`config.mk`:
```
export PLATFORM = sky130hd
export DESIGN_NAME = cntr_arb2_flat
export DESIGN_NICKNAME = d
export VERILOG_FILES = /design/src/rtl/cntr_arb2_if.sv /design/src/rtl/cntr_arb2.sv /design/src/flat_wrapper.sv
export SDC_FILE = /design/constraint.sdc
export NUM_CORES = 1
export LEC_CHECK = 0
export ABC_AREA = 1
export CAP_MARGIN = 10
export CORE_UTILIZATION = 37
export DETAILED_ROUTE_END_ITERATION = 12
export GPL_TIMING_DRIVEN = 0
export PLACE_DENSITY = 0.81
export REMOVE_ABC_BUFFERS = 1
export SETUP_SLACK_MARGIN = 0.3
export SYNTH_ARGS = -nofsm -noshare
export SYNTH_HDL_FRONTEND = slang
export SYNTH_SLANG_ARGS = --single-unit
```
`constraint.sdc`:
```
create_clock -name clk -period 1.95 [get_ports clk]
set_input_delay 0.4875 -clock clk [delete_from_list [all_inputs] [get_ports clk]]
set_output_delay 0.4875 -clock clk [all_outputs]
set_load 0.05 [all_outputs]
```
`src/rtl/cntr_arb2_if.sv`:
```
// rtl/cntr_arb2_if.sv - requester/counter command bus for the two-way counter arbiter
interface cntr_arb2_if;
  logic       req0;
  logic [1:0] op0;
  logic [7:0] data0;
  logic       req1;
  logic [1:0] op1;
  logic [7:0] data1;
  logic       gnt0;
  logic       gnt1;
  logic       o_load;
  logic       o_inc;
  logic [7:0] o_d_in;
  logic [1:0] o_arb_state;

  modport master (
    output req0, op0, data0, req1, op1, data1,
    input  gnt0, gnt1, o_load, o_inc, o_d_in, o_arb_state
  );

  modport slave (
    input  req0, op0, data0, req1, op1, data1,
    output gnt0, gnt1, o_load, o_inc, o_d_in, o_arb_state
  );
endinterface

```
`src/rtl/cntr_arb2.sv`:
```
// rtl/cntr_arb2.sv - round-robin arbiter with bounded bursts sharing one counter datapath
module cntr_arb2 #(
  parameter int MAX_BURST = 4,
  parameter int BW        = 4
) (
  input  logic        clk,
  input  logic        reset_n,
  cntr_arb2_if.slave  bus
);

  typedef enum logic [1:0] {
    IDLE = 2'b00,
    GNT0 = 2'b01,
    GNT1 = 2'b10
  } state_t;

  localparam logic [BW-1:0] BURST_LAST = BW'(MAX_BURST - 1);

  state_t        state, next_state;
  logic          last, next_last;
  logic [BW-1:0] burst_cnt, next_burst;
  logic [1:0]    sel_op;
  logic [7:0]    sel_data;
  logic          granted;

  always_ff @(posedge clk) begin
    if (!reset_n) begin
      state     <= IDLE;
      last      <= 1'b1;
      burst_cnt <= '0;
    end else begin
      state     <= next_state;
      last      <= next_last;
      burst_cnt <= next_burst;
    end
  end

  // burst_cnt only advances while the other side is waiting, so a solo owner is never preempted
  always_comb begin
    next_state = state;
    next_last  = last;
    next_burst = burst_cnt;
    case (state)
      IDLE: begin
        next_burst = '0;
        if (bus.req0 && bus.req1) next_state = last ? GNT0 : GNT1;
        else if (bus.req0)        next_state = GNT0;
        else if (bus.req1)        next_state = GNT1;
      end
      GNT0: begin
        if (!bus.req0) begin
          next_last  = 1'b0;
          next_burst = '0;
          next_state = bus.req1 ? GNT1 : IDLE;
        end else if (bus.req1) begin
          if (burst_cnt == BURST_LAST) begin
            next_state = GNT1;
            next_last  = 1'b0;
            next_burst = '0;
          end else begin
            next_burst = burst_cnt + BW'(1);
          end
        end else begin
          next_burst = '0;
        end
      end
      GNT1: begin
        if (!bus.req1) begin
          next_last  = 1'b1;
          next_burst = '0;
          next_state = bus.req0 ? GNT0 : IDLE;
        end else if (bus.req0) begin
          if (burst_cnt == BURST_LAST) begin
            next_state = GNT0;
            next_last  = 1'b1;
            next_burst = '0;
          end else begin
            next_burst = burst_cnt + BW'(1);
          end
        end else begin
          next_burst = '0;
        end
      end
      default: begin
        next_state = IDLE;
        next_burst = '0;
      end
    endcase
  end

  // Commands are gated by reset_n so nothing reaches the counter during a reset cycle
  always_comb begin
    bus.gnt0        = (state == GNT0);
    bus.gnt1        = (state == GNT1);
    bus.o_arb_state = state;
    granted         = reset_n && (state == GNT0 || state == GNT1);
    sel_op          = (state == GNT1) ? bus.op1 : bus.op0;
    sel_data        = (state == GNT1) ? bus.data1 : bus.data0;
    bus.o_load      = granted && (sel_op == 2'b10);
    bus.o_inc       = granted && (sel_op == 2'b01);
    bus.o_d_in      = bus.o_load ? sel_data : 8'h00;
  end

endmodule

```
`src/flat_wrapper.sv`:
```
// flat-port wrapper written by rule: the top's interface ports become plain ports
module cntr_arb2_flat 
#(
  parameter int MAX_BURST = 4,
  parameter int BW        = 4
)
  (clk, reset_n, bus_req0, bus_op0, bus_data0, bus_req1, bus_op1, bus_data1, bus_gnt0, bus_gnt1, bus_o_load, bus_o_inc, bus_o_d_in, bus_o_arb_state);
  cntr_arb2_if bus_i ();
  input  logic clk;
  input  logic reset_n;
  input wire logic [$bits(bus_i.req0)-1:0] bus_req0;
  input wire logic [$bits(bus_i.op0)-1:0] bus_op0;
  input wire logic [$bits(bus_i.data0)-1:0] bus_data0;
  input wire logic [$bits(bus_i.req1)-1:0] bus_req1;
  input wire logic [$bits(bus_i.op1)-1:0] bus_op1;
  input wire logic [$bits(bus_i.data1)-1:0] bus_data1;
  output wire logic [$bits(bus_i.gnt0)-1:0] bus_gnt0;
  output wire logic [$bits(bus_i.gnt1)-1:0] bus_gnt1;
  output wire logic [$bits(bus_i.o_load)-1:0] bus_o_load;
  output wire logic [$bits(bus_i.o_inc)-1:0] bus_o_inc;
  output wire logic [$bits(bus_i.o_d_in)-1:0] bus_o_d_in;
  output wire logic [$bits(bus_i.o_arb_state)-1:0] bus_o_arb_state;
  assign bus_i.req0 = bus_req0;
  assign bus_i.op0 = bus_op0;
  assign bus_i.data0 = bus_data0;
  assign bus_i.req1 = bus_req1;
  assign bus_i.op1 = bus_op1;
  assign bus_i.data1 = bus_data1;
  assign bus_gnt0 = bus_i.gnt0;
  assign bus_gnt1 = bus_i.gnt1;
  assign bus_o_load = bus_i.o_load;
  assign bus_o_inc = bus_i.o_inc;
  assign bus_o_d_in = bus_i.o_d_in;
  assign bus_o_arb_state = bus_i.o_arb_state;
  cntr_arb2 #(.MAX_BURST(MAX_BURST), .BW(BW)) u_core (.clk(clk), .reset_n(reset_n), .bus(bus_i));
endmodule
```
==> reports/summary.txt <==
Outcome - finished with violations
Failing checks - setup timing
Mux cell area share after synthesis - 0%
Seq/Total Area, Yosys - 20.9%
Height of the die - 44.6 um
TritonCTS clock tree - built
Initial Util - 39.3%
Critical Path RT - 1460 ps
Delay-heaviest family, CP - buffers and inverters
Peak VDD IR - 0.000914 V
Fill cells - 127
Vias - 827
WL final - 2280 um
Slew Viols, Final - 0
Slowest stage delay, CP - 440 ps
Synth Cell Area - 671 sq um
Fin. Hold Viols - 0
Pin count of the biggest net entering global routing - 10
Met3 Use GR - 6.12%
Initial DRC Count - 10
Initial antenna violation count - 0
Slowest-stage cell, CP - clkdlybuf4s50_1
Power, Total - 1.53 mW
YS warnings - 0
Share of post-route cells with drive strength above 1 - 38.7%
Routed len/inst - 12.7 um
Number of port buffers - 37
TritonCTS buffer count - 3
Drt first pass iters - 4
Grt met2 use - 41.2%
Num rows - 15
Clock Path Buffers - 2
Post-Route Skew - 1.19 ps
Final core utilization - 75.2%
HP Class - reg2reg
CP bufs+invs - 3
Ordered list of cells on the worst path - clkdlybuf4s50_1 > nand2_4 > nand2_4 > clkinv_4 > nand3_4 > a21oi_2 > buf_6
Die area - 0.00199 sq mm
Maxcap violations - 0
Synth Instances - 104
Tmin final - 2070 ps
Gr busiest metal - met2
Post-synthesis adder-cell area fraction - 9.33%
Remaining antenna violation count - 0
Area growth syn-to-layout - 91.4%
Top cell by count, worst path - nand2_4
Rel. slew slack - 77.0%
Vias in the first global route - 751
GRT overflow - 0
Simple-gate share of the synthesized area - 42.5%
Reg clk slew, reported paths - 50 ps
IO Count - 38
Largest family of logic cells by synthesized area - simple AND/OR/NAND/NOR gates
Nets - 185
Syn Area/Cell - 6.45 sq um
Unrepaired setup endpoints after global routing - true
Detailed-route DRC error count - 0
Netlist cell types - 21
GP Congestion - 0.737
Grt met1 use - 30.4%
H-tree levels - 1
Leading cell type in the layout, fill and taps excluded - nand2_1
Leakage dissipation - 0.574 nW
Root buffer cell - clkbuf_4
Synthesized flop and latch total - 7
Compound-gate portion of the synthesized area - 14.7%
XOR/XNOR Fraction of Synth Area - 2.61%
CP endpoint kind - primary output
Worst Path Max Fanout - 5
Clock latency at the later pin of the worst-skew pair - 270 ps
Die X - 44.6 um
Worst setup path category - in2out
Max Clock Freq - 0.483 GHz
Final Setup Violations - 10
Startpoint types - primary input
Post-route setup slack - -122 ps
# diodes - 0
GRT Total Usage - 25.1%
Tcrit/Tclk final - 106%
Post-DP HPWL - 1470 um
Vias per Instance - 4.59
First-pass GRT wire length - 3500 um
Core ar. - 0.00171 sq mm
Power density over cell area - 1190 mW/mm^2
Crit path DAT - 1580 ps
Most frequent cells in the layout - 34 x nand2_1, 19 x clkdlybuf4s50_1, 11 x nor2_1, 11 x buf_4, 10 x buf_6
Hold_buf cts - 0
Clk sinks - 7
Actual slew at the worst max-slew pin - 344 ps
-- registers in the layout, summed over array words and instances (netlist names) --
name and flops:
u_core.bus.o_arb_state 2, u_core.burst_cnt 4, u_core.last 1
-- stage by stage --
step | worst slack, ps | area (sq um) | cells | setup TNS (ps) | hold WS, ps
floorplan | -1500 | 656 | 102 | -11080 | 417
global placement | -1050 | 1060 | 164 | -10620 | 431
detailed placement | -1110 | 1060 | 164 | -11180 | 445
CTS | -101 | 1230 | 176 | -764 | 454
global route | -191 | 1280 | 180 | -1660 | 483
finish | -122 | 1280 | 180 | -1020 | 453
-- logic make-up after synthesis --
family	count (synthesis)
AND/OR/NAND/NOR	62
buffers and inverters	15
AO/OA/AOI/OAI	13
flip-flops	7
adder cells (fa/ha/maj)	5
XOR/XNOR	2
-- area by class of cell --
| cell class | count | area (sq um) | share of cell area (%) |
|---|---|---|---|
| Clock buffer | 4 | 26.3 | 2.05 |
| Tap cell | 25 | 31.3 | 2.44 |
| Sequential cell | 7 | 148 | 11.5 |
| Inverter | 13 | 65.1 | 5.07 |
| Multi-Input combinational cell | 83 | 537 | 41.8 |
| Timing Repair Buffer | 48 | 477 | 37.1 |
-- power breakdown --
part	total, mW	switching (mW)	internal [mW]
combinational	1.18	0.693	0.487
clock	0.142	0.0635	0.0787
sequential	0.209	0.0270	0.182
total	1.53	0.784	0.748
-- synth_stat cells --
master / count / area (sq um)
nand2_1: 37 / 139
nor2_1: 11 / 41.3
a21oi_2: 8 / 70.1
dfxtp_1: 7 / 140
inv_1: 7 / 26.3
nand3_1: 6 / 30.0
ha_1: 5 / 62.6
a21oi_1: 3 / 15.0
inv_2: 3 / 11.3
nand2_2: 3 / 18.8
buf_4: 2 / 15.0
clkinv_2: 2 / 10.0
nand3_4: 2 / 35.0
clkinv_1: 1 / 3.75
nand4_1: 1 / 6.26
nor3_1: 1 / 5.00
nor3_2: 1 / 10.0
o21ai_0: 1 / 5.00
o21ai_2: 1 / 8.76
xnor2_1: 1 / 8.76
xor2_1: 1 / 8.76
-- worst paths after layout --
check / slack [ps] / start / endpoint / cells after the start
setup reg to reg: 460 / u_core.bus.o_arb_state[0] / u_core.bus.o_arb_state[0] / 11
setup / recovery: -120 / bus_op0[0] / bus_o_d_in[4] / 7
hold reg to reg: 450 / u_core.burst_cnt[0] / u_core.burst_cnt[0] / 1
hold / removal: 450 / u_core.burst_cnt[0] / u_core.burst_cnt[0] / 1
-- worst register-to-register path, stage by stage (launching register included) --
cell	delay, ps
dfxtp_4	350
inv_4	50
ha_4	190
buf_4	140
buf_4	130
nand2_1	50
clkinv_1	80
nand2_2	110
nand3_4	90
nand2_1	80
nand2_1	60
nor2_1	90
-- routing by layer --
layer,part of all wire [%],routed length [um]
met5,0,0
met4,2.0,46
met3,3.0,68
met2,51,1170
met1,44,995
-- timing repair --
| action | in CTS | in global routing |
|---|---|---|
| resized for setup | 115 | 6 |
| pin swaps | 6 | 2 |
| endpoints found under the hold margin | 0 | 0 |
| gates cloned | 1 | 0 |
| setup endpoints to repair | 15 | 14 |
| setup buffers | 7 | 4 |
No activity file was read; power rests on OpenSTA's default activity.
